<file path="src/rtl/uart_pkg.sv">
// Shared FSM state type and sampling constants for the oversampled UART.
package uart_pkg;

  localparam int unsigned CLK_FREQ_DEF = 100000000;
  localparam int unsigned BAUD_DEF     = 9600;
  localparam int unsigned OS           = 16;
  localparam int unsigned SAMPLE_LO    = 7;
  localparam int unsigned SAMPLE_MID   = 8;
  localparam int unsigned SAMPLE_HI    = 9;

  typedef enum logic [2:0] {
    IDLE,
    START,
    DATA,
    STOP,
    WAIT_IDLE
  } rx_state_t;

endpackage

</file>
<file path="src/rtl/baud_tick_gen.sv">
// Oversample tick generator: one-cycle tick every DIV clocks, phase reset by clr.
module baud_tick_gen #(
  parameter int unsigned DIV = 651
) (
  input  logic clk,
  input  logic rst,
  input  logic clr,
  output logic tick
);

  localparam int unsigned   CW   = (DIV > 1) ? $clog2(DIV) : 1;
  localparam logic [CW-1:0] LAST = CW'(DIV - 1);

  logic [CW-1:0] cnt;

  always_ff @(posedge clk or negedge rst) begin
    if (!rst) begin
      cnt <= '0;
    end else if (clr || (cnt == LAST)) begin
      cnt <= '0;
    end else begin
      cnt <= cnt + CW'(1);
    end
  end

  assign tick = (cnt == LAST);

endmodule

</file>
<file path="src/rtl/uart_rx_os.sv">
// 16x oversampled 8N1 UART receiver with majority voting, start-glitch
// rejection and framing-error reporting.
module uart_rx_os
  import uart_pkg::*;
#(
  parameter int unsigned CLK_FREQ = CLK_FREQ_DEF,
  parameter int unsigned BAUD     = BAUD_DEF
) (
  input  logic       clk,
  input  logic       rst,
  input  logic       din,
  output logic       valid,
  output logic [7:0] data,
  output logic       frame_err,
  output logic       busy
);

  localparam int unsigned DIV     = CLK_FREQ / (BAUD * OS);
  localparam logic [3:0]  OS_LAST = 4'(OS - 1);
  localparam logic [3:0]  S_LO    = 4'(SAMPLE_LO);
  localparam logic [3:0]  S_MID   = 4'(SAMPLE_MID);
  localparam logic [3:0]  S_HI    = 4'(SAMPLE_HI);

  logic       sync1, sync2, sync3;
  logic       din_s, fall, maj;
  logic       tick, tick_clr;
  rx_state_t  state, state_n;
  logic [3:0] os_cnt, os_cnt_n;
  logic [2:0] bit_idx, bit_idx_n;
  logic [7:0] shift_reg, shift_n, data_n;
  logic       s_lo, s_lo_n, s_mid, s_mid_n;
  logic       valid_n, frame_err_n, busy_n;

  // Two-flop synchroniser plus a third copy for falling-edge detection
  always_ff @(posedge clk or negedge rst) begin
    if (!rst) begin
      sync1 <= 1'b1;
      sync2 <= 1'b1;
      sync3 <= 1'b1;
    end else begin
      sync1 <= din;
      sync2 <= sync1;
      sync3 <= sync2;
    end
  end

  assign din_s = sync2;
  assign fall  = sync3 & ~sync2;
  assign maj   = (s_lo & s_mid) | (s_lo & din_s) | (s_mid & din_s);

  baud_tick_gen #(.DIV(DIV)) u_tick (
    .clk  (clk),
    .rst  (rst),
    .clr  (tick_clr),
    .tick (tick)
  );

  always_ff @(posedge clk or negedge rst) begin
    if (!rst) begin
      state     <= IDLE;
      os_cnt    <= '0;
      bit_idx   <= '0;
      shift_reg <= '0;
      s_lo      <= 1'b0;
      s_mid     <= 1'b0;
      data      <= '0;
      valid     <= 1'b0;
      frame_err <= 1'b0;
      busy      <= 1'b0;
    end else begin
      state     <= state_n;
      os_cnt    <= os_cnt_n;
      bit_idx   <= bit_idx_n;
      shift_reg <= shift_n;
      s_lo      <= s_lo_n;
      s_mid     <= s_mid_n;
      data      <= data_n;
      valid     <= valid_n;
      frame_err <= frame_err_n;
      busy      <= busy_n;
    end
  end

  always_comb begin
    state_n     = state;
    os_cnt_n    = os_cnt;
    bit_idx_n   = bit_idx;
    shift_n     = shift_reg;
    s_lo_n      = s_lo;
    s_mid_n     = s_mid;
    data_n      = data;
    valid_n     = 1'b0;
    frame_err_n = 1'b0;
    busy_n      = 1'b0;
    tick_clr    = 1'b0;

    // In-frame bit timing: os_cnt wraps 15 -> 0 at each bit boundary
    if (tick && ((state == START) || (state == DATA) || (state == STOP))) begin
      os_cnt_n = os_cnt + 4'd1;
      if (os_cnt == S_LO)  s_lo_n  = din_s;
      if (os_cnt == S_MID) s_mid_n = din_s;
    end

    unique case (state)
      IDLE: begin
        if (fall) begin
          state_n  = START;
          os_cnt_n = '0;
          tick_clr = 1'b1;
        end
      end
      START: begin
        if (tick) begin
          if ((os_cnt == S_HI) && maj) begin
            state_n = IDLE;
          end else if (os_cnt == OS_LAST) begin
            state_n   = DATA;
            bit_idx_n = '0;
          end
        end
      end
      DATA: begin
        if (tick) begin
          if (os_cnt == S_HI) shift_n[bit_idx] = maj;
          if (os_cnt == OS_LAST) begin
            if (bit_idx == 3'd7) state_n = STOP;
            else                 bit_idx_n = bit_idx + 3'd1;
          end
        end
      end
      STOP: begin
        // Decide mid-stop-bit and leave early to tolerate baud mismatch
        if (tick && (os_cnt == S_HI)) begin
          if (maj) begin
            data_n  = shift_reg;
            valid_n = 1'b1;
            state_n = IDLE;
          end else begin
            frame_err_n = 1'b1;
            state_n     = WAIT_IDLE;
            os_cnt_n    = '0;
          end
        end
      end
      WAIT_IDLE: begin
        // Need a full bit time of continuous high before re-arming
        if (!din_s) begin
          os_cnt_n = '0;
        end else if (tick) begin
          if (os_cnt == OS_LAST) state_n = IDLE;
          else                   os_cnt_n = os_cnt + 4'd1;
        end
      end
      default: state_n = IDLE;
    endcase

    busy_n = (state_n != IDLE);
  end

endmodule

</file>
<file path="config.mk">
export PLATFORM = sky130hd
export DESIGN_NAME = uart_rx_os
export DESIGN_NICKNAME = d
export VERILOG_FILES = /design/src/rtl/uart_pkg.sv /design/src/rtl/baud_tick_gen.sv /design/src/rtl/uart_rx_os.sv
export SDC_FILE = /design/constraint.sdc
export NUM_CORES = 1
export LEC_CHECK = 0
export ABC_AREA = 1
export CORE_UTILIZATION = 40
export DETAILED_ROUTE_END_ITERATION = 16
export MAX_ROUTING_LAYER = met4
export PLACE_DENSITY = 0.54
export SYNTH_ARGS = -nofsm -noshare
export SYNTH_HDL_FRONTEND = slang
export SYNTH_SLANG_ARGS = --single-unit
</file>
<file path="constraint.sdc">
create_clock -name clk -period 1.8 [get_ports clk]
set_clock_uncertainty 0.15 [all_clocks]
set_input_delay 0.18 -clock clk [delete_from_list [all_inputs] [get_ports clk]]
set_output_delay 0.18 -clock clk [all_outputs]
set_load 0.005 [all_outputs]
</file>
==> parameters.txt <==
Parameter                              Value

Floorplanning
  Die W    79.5 um
  Core Area    5640 um2
  I/O pin cnt    14
  Die height    79.5 um
  Initial core utilization    42.6%
  Row Count    27
  Die area    6320 um2

Global routing
  Overflow left after global routing    0
  Antenna violations before repair    0
  Wire length of the first global-routing pass    8090 um
  Vias in the first global route    1771
  Largest net degree at the start of global routing    27
  Combined global-route utilization of all metal layers    17.2%

CTS
  Maximum level of the CTS H-tree    2
  Clock transition at path regs    0.08 ns
  Clock tree from TritonCTS    yes
  Clock latency on the worst-skew pair    0.30 ns
  Library cell used as clock root buffer    clkbuf_8
  Maximum clock insertion buffer count    2
  Number of clock sinks    44
  Num CTS Buffers    5

Run
  Max capacitance violation total    0

Route
  First-pass iteration count of the detailed router    4
  ANT nets after route    0
  Total routed wirelength    4650 um
  Routed wire per std cell    11.8 um
  First-iteration detailed-routing DRC count    93
  Detail-routed via count per cell    4.68
  Number of design rule violations left after detail routing    0
  Via count    1842

Synthesis
  Post-synthesis instance total    290
  Share of synthesized area occupied by flip-flops and latches    46.0%
  Synthesis-stage register bit count    44
  Synthesis warning total    0
  Total nets after synthesis    300
  Library cells used by synthesis    29
  Average size of a mapped cell    8.29 um2
  Post-synthesis instance area    2400 um2

Setup path
  Delay-heaviest family, CP    simple AND/OR/NAND/NOR gates
  Delay of the slowest critical-path stage    0.39 ns
  Number of buffer and inverter stages on the critical path    2
  Register-to-register setup slack    0.06 ns
  Top fanout value on the critical path    5
  Cell with the most instances on the worst path    inv_1
  Category of the worst setup path capture point    flip-flop
  Nature of the critical path startpoint    flip-flop
  Crit path kind    reg2reg
  Slowest library cell on the worst path    dfrtp_1
  Data arrival, critical path    1.79 ns
  Ordered list of cells on the worst path    inv_1 -> ha_2 -> nand3_4 -> nor2_4 -> nand3_2 -> a21oi_4 -> nand3_1 -> nand2_1 -> inv_1
  Required time reported for the critical path endpoint    1.85 ns

Timing
  Final Max Tran Viols    0
  Worst slack on hold paths    0.139 ns
  Transition time at the pin with the least slew margin    0.476 ns
  Final Hold Fails    0
  Max Freq    573 MHz
  Slew HR    68.2%
  Final Cycle Share    96.9%
  Setup TNS    0 ns
  Setup repair after global routing missed its margin    true
  Clock period minus worst slack    1.74 ns
  Worst Slack Setup Final    0.0552 ns
  Number of failing setup endpoints in the final timing report    0

Pwr
  Post-layout total power    2200 uW
  P per Cell Area    767 nW/um2
  Peak supply drop    0.488 mV
  Static Leakage    0.00135 uW

Layout
  Proportion of layout cells with a drive suffix above 1    24.8%
  Final cell area excluding filler cells    2870 um2
  Ant diodes    0
  Number of flip-flops under the largest register name    10
  Area added between synthesis and finish    19.6%
  Final-stage net count    332

Status
  Outcome    complete, no violations

Place
  Place WS    -0.0472 ns
  Number of buffers added on ports    13
  Gpl congestion    0.822
  Half-perimeter wire length after detailed placement    3400 um
  Area of placed instances    2670 um2

Min path
  Worst Hold Class    in2reg
logic make-up (layout without fill, tap and decap cells):
logic type / after synthesis / in the layout / synth area share [%]
XOR/XNOR: 4 / 4 / 1.46
AND/OR/NAND/NOR: 156 / 157 / 33.3
adder cells (fa/ha/maj): 7 / 7 / 3.64
buffers and inverters: 44 / 75 / 7.18
AO/OA/AOI/OAI: 35 / 35 / 8.43
flip-flops: 44 / 44 / 46.0
worst paths after layout:
check | startpoint | endpoint | cells past startpoint
max | u_tick.cnt[0] | os_cnt[1] | 9
min | din | sync1 | 1
max reg2reg | u_tick.cnt[0] | os_cnt[1] | 9
min reg2reg | sync1 | din_s | 0
max in group asynchronous | rst | state[2] | 3
min in group asynchronous | rst | data[1] | 2
worst reg2reg max path, delay by kind of cell (launching register included):
| family | cells | cell delay [ns] |
|---|---|---|
| fa+ha+maj | 1 | 0.19 |
| flops | 1 | 0.39 |
| compound gates | 1 | 0.18 |
| buf+inv | 2 | 0.10 |
| simple gates | 5 | 0.64 |
area by class of cell:
class	instances	area, um2
inverters	43	164
flip-flops and latches	44	1110
fillers	561	2770
well taps	72	90.1
repair buffers	25	230
clock buffers	7	96.3
multi-input cells	203	1190
per-stage QoR:
stage	std cells	utilization, %
global route	394	50.9
floorplan	290	-
global placement	380	47.2
detailed placement	380	47.2
CTS	390	49.5
finish	394	50.9
Yosys cell counts:
library cell | count | area [um2]
o21ai_2 | 4 | 35.0
a21oi_1 | 8 | 40.0
nor3_1 | 3 | 15.0
o31ai_1 | 1 | 7.51
nand2_2 | 6 | 37.5
nor2_2 | 4 | 25.0
nor2_4 | 3 | 33.8
inv_1 | 32 | 120
nor3_2 | 2 | 20.0
nand3_1 | 24 | 120
nor2_1 | 23 | 86.3
nand2_1 | 76 | 285
buf_6 | 1 | 11.3
nand3_4 | 2 | 35.0
o21a_1 | 1 | 7.51
a21oi_2 | 2 | 17.5
o21ai_0 | 8 | 40.0
nor3_4 | 2 | 32.5
nand2_4 | 1 | 11.3
o21ai_1 | 11 | 55.1
xor2_1 | 4 | 35.0
dfstp_2 | 3 | 78.8
dfrtp_1 | 41 | 1030
ha_1 | 7 | 87.6
clkinv_1 | 1 | 3.75
nand4_1 | 3 | 18.8
inv_2 | 10 | 37.5
nor2_8 | 1 | 20.0
nand3_2 | 6 | 60.1
layout by cell type, fill, tap and decap left out, types with 9 or more instances in the layout:
master           instances
nand2_1                 72
dfrtp_1                 40
inv_1                   30
nand3_1                 24
nor2_1                  18
clkdlybuf4s50_1         12
inv_2                   11
o21ai_1                 11
nand2_2                 10
buf_4                   10
nor2_2                   9
metal layers:
metal / GRT usage [%] / vias to the layer above / part of all wire, %
met5: - / - / 0
li1: - / 987 / -
met3: 3.77 / 5 / 3.3
met1: 21.6 / 822 / 49
met4: 6.55 / 0 / 1.4
met2: 27.1 / 28 / 46
power breakdown:
part / internal [uW] / switching, uW / total (uW) / leakage, uW
Combinational: 151 / 222 / 373 / 0.000713
Clock: 342 / 322 / 664 / 0.0000503
Sequential: 1070 / 92.2 / 1170 / 0.000582
Total: 1570 / 636 / 2200 / 0.00135
timing repair:
| item | in CTS | in global routing |
|---|---|---|
| buffers inserted | 2 | 3 |
| resized for setup | 2 | 16 |
| hold buffers | 1 | 0 |
| endpoints found under the setup margin | 5 | 25 |
| pin swaps | 3 | 3 |
| gates cloned | 0 | 1 |
| endpoints found under the hold margin | 15 | 0 |
Note: power is estimated with default switching activity, not from simulation.
==> RTL change 1 (same flow settings) <==
Set the package constant `BAUD_DEF` to 19200 (it was 9600).
--- a/src/rtl/uart_pkg.sv
+++ b/src/rtl/uart_pkg.sv
@@ -3,5 +3,5 @@
 
   localparam int unsigned CLK_FREQ_DEF = 100000000;
-  localparam int unsigned BAUD_DEF     = 9600;
+  localparam int unsigned BAUD_DEF     = 19200;
   localparam int unsigned OS           = 16;
   localparam int unsigned SAMPLE_LO    = 7;
Formal check against the unedited RTL: no difference found for any inputs over 10 cycles, from zero or initial values and one cycle with rst low; that may be too few to reach the edited logic, so the function may still have changed.
==> RTL change 1 against the original RTL <==
The run now ends with setup timing left. Wire length rose by 2.7%. Count of clock-buffer cells in the layout down 1. Critical endpoint is now shift_reg[1]. Synthesized area down 3.1%. Sequential power decreased by 3%. Power grew 17%. Cell count grew 5.6%. Cell area rose by 4.0%. Setup slack worse by 0.072 ns. Largest cell class unchanged. Die area shrank 3.0%. Sequential cell count fell by 1.
==> RTL change 1: results (changes against the original RTL) <==
Run status
  • Status: finished, violations left (was completed)
  • Violated checks: setup timing

CTS
  • Skew-Pair Late Insertion Delay: 0.30 ns (about the same)
  • CTS H-tree lvls: 2 (unchanged)
  • Root Buffer: clkbuf_8 (unchanged)
  • Clock edge transition at the registers on the reported setup and hold paths: 0.08 ns (about the same)
  • CTS Buf Count: 5 (unchanged)

Timing
  • Final setup fails: 6 (was 0)
  • Max_slew headroom: 65.0% (was 68.2%)
  • Setup WS post-layout: -0.0165 ns (was 0.0552 ns)

GRT
  • Initial antenna violation count: 0 (unchanged)
  • GRT Util Overall: 17.1% (was 17.2%)
  • Largest net degree at the start of global routing: 44 (was 27)
  • First-pass GRT wire length: 7890 µm (was 8090 µm)
  • Vias in the first global route: 1802 (was 1771)

Final layout
  • NumNets Final: 353 (was 332)
  • Layout cells sized above 1: 22.7% (was 24.8%)
  • Max FFs per register: 9 (was 10)
  • Antenna cells: 0 (unchanged)

Power and ir drop
  • Leak: 1.55 nW (was 1.35 nW)
  • Peak VDD IR: 0.774 mV (was 0.488 mV)

Drt
  • Drt total wl: 4770 µm (was 4650 µm)
  • DR iter-0 viols: 59 (was 93)
  • DR pass1 iterations: 4 (unchanged)
  • Via density: 4.58 (was 4.68)

Placed design
  • GPL Wtd Cong: 0.869 (was 0.822)
  • Dpl hpwl: 3450 µm (was 3400 µm)
  • Dpl cell area: 2670 µm² (about the same)

Synthesis
  • Syn nets: 308 (was 300)
  • Commonest cells post-synth: 82 x nand2_1, 49 x inv_1, 40 x dfrtp_1 (was 76 x nand2_1, 41 x dfrtp_1, 32 x inv_1)
  • Synth area leaders: dfrtp_1 43%, nand2_1 13%, inv_1 7.9%, nand3_1 6.0%, nor2_1 4.4% (was dfrtp_1 43%, nand2_1 12%, nand3_1 5.0%, inv_1 5.0%, ha_1 3.6%)
  • Post-synthesis cell type count: 29 (unchanged)
  • Sequential element share of the synthesized area: 46.4% (was 46.0%)

Setup path
  • Crit path DAT: 1.87 ns (was 1.79 ns)
  • Worst Path Max Fanout: 5 (unchanged)

Run
  • Max_cap viols: 0 (unchanged)
## RTL change 1: changes by cell type after synthesis, moves of 5 or more
cell / before / now
a21oi_1: 8 / 3
inv_1: 32 / 49
inv_2: 10 / 3
nand2_1: 76 / 82
o21ai_1: 11 / 1
## RTL change 1: metal layers
metal  GRT usage (%)  vias to the layer above  routed length, µm
met4            6.11                        0                 65
met3            3.84                        8                148
li1                -                     1022                  -
met1            21.5                      853               2430
met5               -                        -                  0
met2            27.0                       22               2130
## RTL change 1: per-stage QoR
step / TNS, ns / std cells / setup WS (ns) / power, W / hold slack [ns]
after floorplan: 0 / 298 / 0.125 / 0.00145 / -0.266
after CTS: -0.267 / 409 / -0.0425 / 0.00251 / 0.141
after global routing: -1.38 / 416 / -0.117 / 0.00273 / 0.132
final: -0.0649 / 416 / -0.0165 / 0.00257 / 0.142
after global placement: -0.236 / 400 / -0.0421 / 0.00161 / 0.139
after detailed placement: -0.417 / 400 / -0.0714 / 0.00162 / 0.141
## RTL change 1: area by class of cell
type                       instances  area [µm²]
multi-input combinational        201        1120
sequential                        43        1080
inverter                          53         206
clock buffer                       6        72.6
tap                               72        90.1
timing repair buffer              39         355
fill                             535        2590
clock inverter                     2        60.1
## RTL change 1: worst paths after layout
check                               from      endpoint  slack [ns]  depth (start not counted)
hold / removal                       din         sync1        0.14                          1
max in group asynchronous            rst         sync1        0.81                          3
setup reg to reg           u_tick.cnt[1]  shift_reg[1]       -0.02                         11
hold reg to reg                    sync1         din_s        0.21                          0
setup / recovery           u_tick.cnt[1]  shift_reg[1]       -0.02                         11
min in group asynchronous            rst          busy        0.33                          3
## RTL change 1: worst max-delay path, stage by stage (launching register included)
cell and delay [ns]:
dfrtp_1 0.40, inv_2 0.08, ha_4 0.15, nand2_4 0.05, nor2_4 0.12, buf_12 0.13
nand3_4 0.10, nor3_4 0.24, buf_6 0.15, nand3_1 0.06, nand2_1 0.06, inv_1 0.04
## RTL change 1: report_power, final
part / internal (W) / switching [W] / total [W]
clock network: 0.000554 / 0.000321 / 0.000875
registers: 0.00106 / 0.0000684 / 0.00113
logic: 0.000257 / 0.000315 / 0.000572
## RTL change 1: what timing repair did
item	CTS	global route
pin swaps	1	16
cloned	0	1
gates resized for setup	2	26
hold endpoints to repair	40	0
hold buffers	1	0
setup endpoints to repair	14	38
setup buffers	0	6
## RTL change 1: kinds of logic (layout without fill, tap and decap cells)
group           after synthesis  in the layout  share of synthesized area (%)
compound gates               18             18                           4.62
flops                        43             43                           46.4
simple gates                173            174                           35.2
xor+xnor                      2              2                          0.752
fa+ha+maj                     7              7                           3.76
buf+inv                      55            100                           9.30
==> RTL change 2 (config.mk and constraints unchanged) <==
Made on the original files. Remove the register `busy`: a continuous assignment takes its place, so the output `busy` follows one clock earlier.
--- a/src/rtl/uart_rx_os.sv
+++ b/src/rtl/uart_rx_os.sv
@@ -67,5 +67,4 @@
       valid     <= 1'b0;
       frame_err <= 1'b0;
-      busy      <= 1'b0;
     end else begin
       state     <= state_n;
@@ -78,7 +77,8 @@
       valid     <= valid_n;
       frame_err <= frame_err_n;
-      busy      <= busy_n;
     end
   end
+
+  assign busy = busy_n;
 
   always_comb begin
Check against the original RTL: not equivalent (a bounded check fails within 4 cycles, from zero or initial values and one cycle with rst low).
==> RTL change 2 against the original RTL <==
The flow now finishes with violations (setup timing). Via count rose by 10%. Cell area is 12% higher. Die area fell by 1.0%. Synthesized area decreased by 1.0%. Synthesized cell count down 0.34%. Combinational power grew 41%. Sequential share of layout area down 5.0 points. Wire length grew 7.1%. Setup slack worse by 0.32 ns. Sequential cell count decreased by 1. Critical path depth up 1. Power increased by 8.4%. Critical path type is now reg -> out.
==> RTL change 2: results (changes against the original RTL) <==
Placed design
  • Dpl hpwl: 3650 µm (was 3400 µm)
  • GPL Wtd Cong: 0.843 (was 0.822)
  • Placed cells: 418 (was 380)
  • Dpl cell area: 2930 µm² (was 2670 µm²)

Synthesis
  • Synthesized area per cell: 8.23 µm² (was 8.29 µm²)
  • Yosys warnings: 0 (unchanged)
  • Sequential element share of the synthesized area: 45.4% (was 46.0%)
  • Post-synthesis cell type count: 29 (unchanged)
  • Syn nets: 299 (was 300)
  • Commonest cells post-synth: 76 x nand2_1, 40 x dfrtp_1, 32 x inv_1 (was 76 x nand2_1, 41 x dfrtp_1, 32 x inv_1)
  • Synth area leaders: dfrtp_1 42%, nand2_1 12%, nand3_1 5.0%, inv_1 5.0%, ha_1 3.7% (was dfrtp_1 43%, nand2_1 12%, nand3_1 5.0%, inv_1 5.0%, ha_1 3.6%)

Timing
  • Setup WS post-layout: -0.269 ns (was 0.0552 ns)
  • Final setup TNS: -0.451 ns (was 0 ns)
  • Final setup fails: 3 (was 0)
  • Max_slew headroom: 68.6% (was 68.2%)

GRT
  • Largest net degree at the start of global routing: 28 (was 27)
  • Vias in the first global route: 1964 (was 1771)
  • First-pass GRT wire length: 8660 µm (was 8090 µm)
  • GRT Util Overall: 18.3% (was 17.2%)

CTS
  • CTS Buf Count: 5 (unchanged)
  • Skew-Pair Late Insertion Delay: 0.30 ns (about the same)
  • Root Buffer: clkbuf_8 (unchanged)

Final layout
  • NumNets Final: 375 (was 332)
  • Layout Cells excl Fill: 438 (was 394)
  • Fillers: 516 (was 561)
  • Layout cells sized above 1: 35.2% (was 24.8%)

Drt
  • Via density: 4.64 (was 4.68)
  • Wire per inst: 11.4 µm (was 11.8 µm)
  • DR iter-0 viols: 151 (was 93)

Setup path
  • Worst Path Max Fanout: 4 (was 5)
  • Crit path DAT: 1.74 ns (was 1.79 ns)

Run status
  • Violated checks: setup timing
  • Status: finished, violations left (was completed)

Power and ir drop
  • Leak: 1.56 nW (was 1.35 nW)
  • Internal: 0.00171 W (was 0.00157 W)
==> RTL change 2: metal layers <==
layer	global-route usage (%)	up-vias	routed length [µm]
li1	-	1083	-
met1	23.9	916	2520
met2	28.7	29	2280
met3	3.45	5	128
met4	6.00	0	51
met5	-	-	0
==> RTL change 2: worst paths after layout <==
check | from | end | slack [ns] | cells past startpoint
setup / recovery | u_tick.cnt[0] | busy | -0.27 | 10
hold / removal | din | sync1 | 0.14 | 1
setup reg to reg | u_tick.cnt[0] | state[0] | -0.18 | 15
hold reg to reg | sync1 | din_s | 0.21 | 0
max in group asynchronous | rst | sync3 | 0.75 | 3
min in group asynchronous | rst | valid | 0.18 | 2
==> RTL change 2: timing repair <==
action	in CTS	in global routing
hold buffers	1	0
cloned	0	1
pin swaps	10	3
hold endpoints to repair	25	0
endpoints found under the setup margin	5	33
buffers inserted	7	3
gates resized for setup	12	17
==> RTL change 2: metrics by stage <==
| stage | worst slack [ns] | power (W) | util (%) |
|---|---|---|---|
| floorplan | 0.0958 | 0.00139 | - |
| global placement | -0.323 | 0.00161 | 52.3 |
| detailed placement | -0.324 | 0.00161 | 52.3 |
| CTS | -0.287 | 0.00241 | 55.9 |
| global route | -0.419 | 0.00253 | 57.5 |
| finish | -0.269 | 0.00239 | 57.5 |
==> RTL change 2: power by group through the flow <==
stage | clock network (W) | logic (W) | registers, W
4_1_cts | 0.000782 | 0.000518 | 0.00111
3_5_place_dp | 0 | 0.000489 | 0.00113
3_3_place_gp | 0 | 0.000485 | 0.00113
5_1_grt | 0.000816 | 0.000594 | 0.00112
2_1_floorplan | 0 | 0.000245 | 0.00114
6_report | 0.000755 | 0.000526 | 0.00111
==> RTL change 2: critical path: cells and delay by family (launching register included) <==
family,cells,cell delay (ns)
AND/OR/NAND/NOR,6,0.57
buffers and inverters,2,0.18
adder cells (fa/ha/maj),1,0.18
flip-flops,1,0.38
AO/OA/AOI/OAI,1,0.15
==> RTL change 2: cell families (layout without fill, tap and decap cells) <==
| kind of cell | Yosys count | after routing | share of synthesized area, % |
|---|---|---|---|
| AND/OR/NAND/NOR | 156 | 157 | 33.7 |
| buffers and inverters | 44 | 120 | 7.26 |
| flip-flops | 43 | 43 | 45.4 |
| AO/OA/AOI/OAI | 35 | 35 | 8.52 |
| adder cells (fa/ha/maj) | 7 | 7 | 3.68 |
| XOR/XNOR | 4 | 4 | 1.47 |
==> RTL change 2: cell type report <==
class                           instances  share of cell area (%)
Multi-Input combinational cell        203                    37.5
Sequential cell                        43                    33.5
Timing Repair Buffer                   69                    17.5
Inverter                               43                    5.20
Tap cell                               72                    2.80
Clock buffer                            5                    2.14
Clock inverter                          3                    1.36
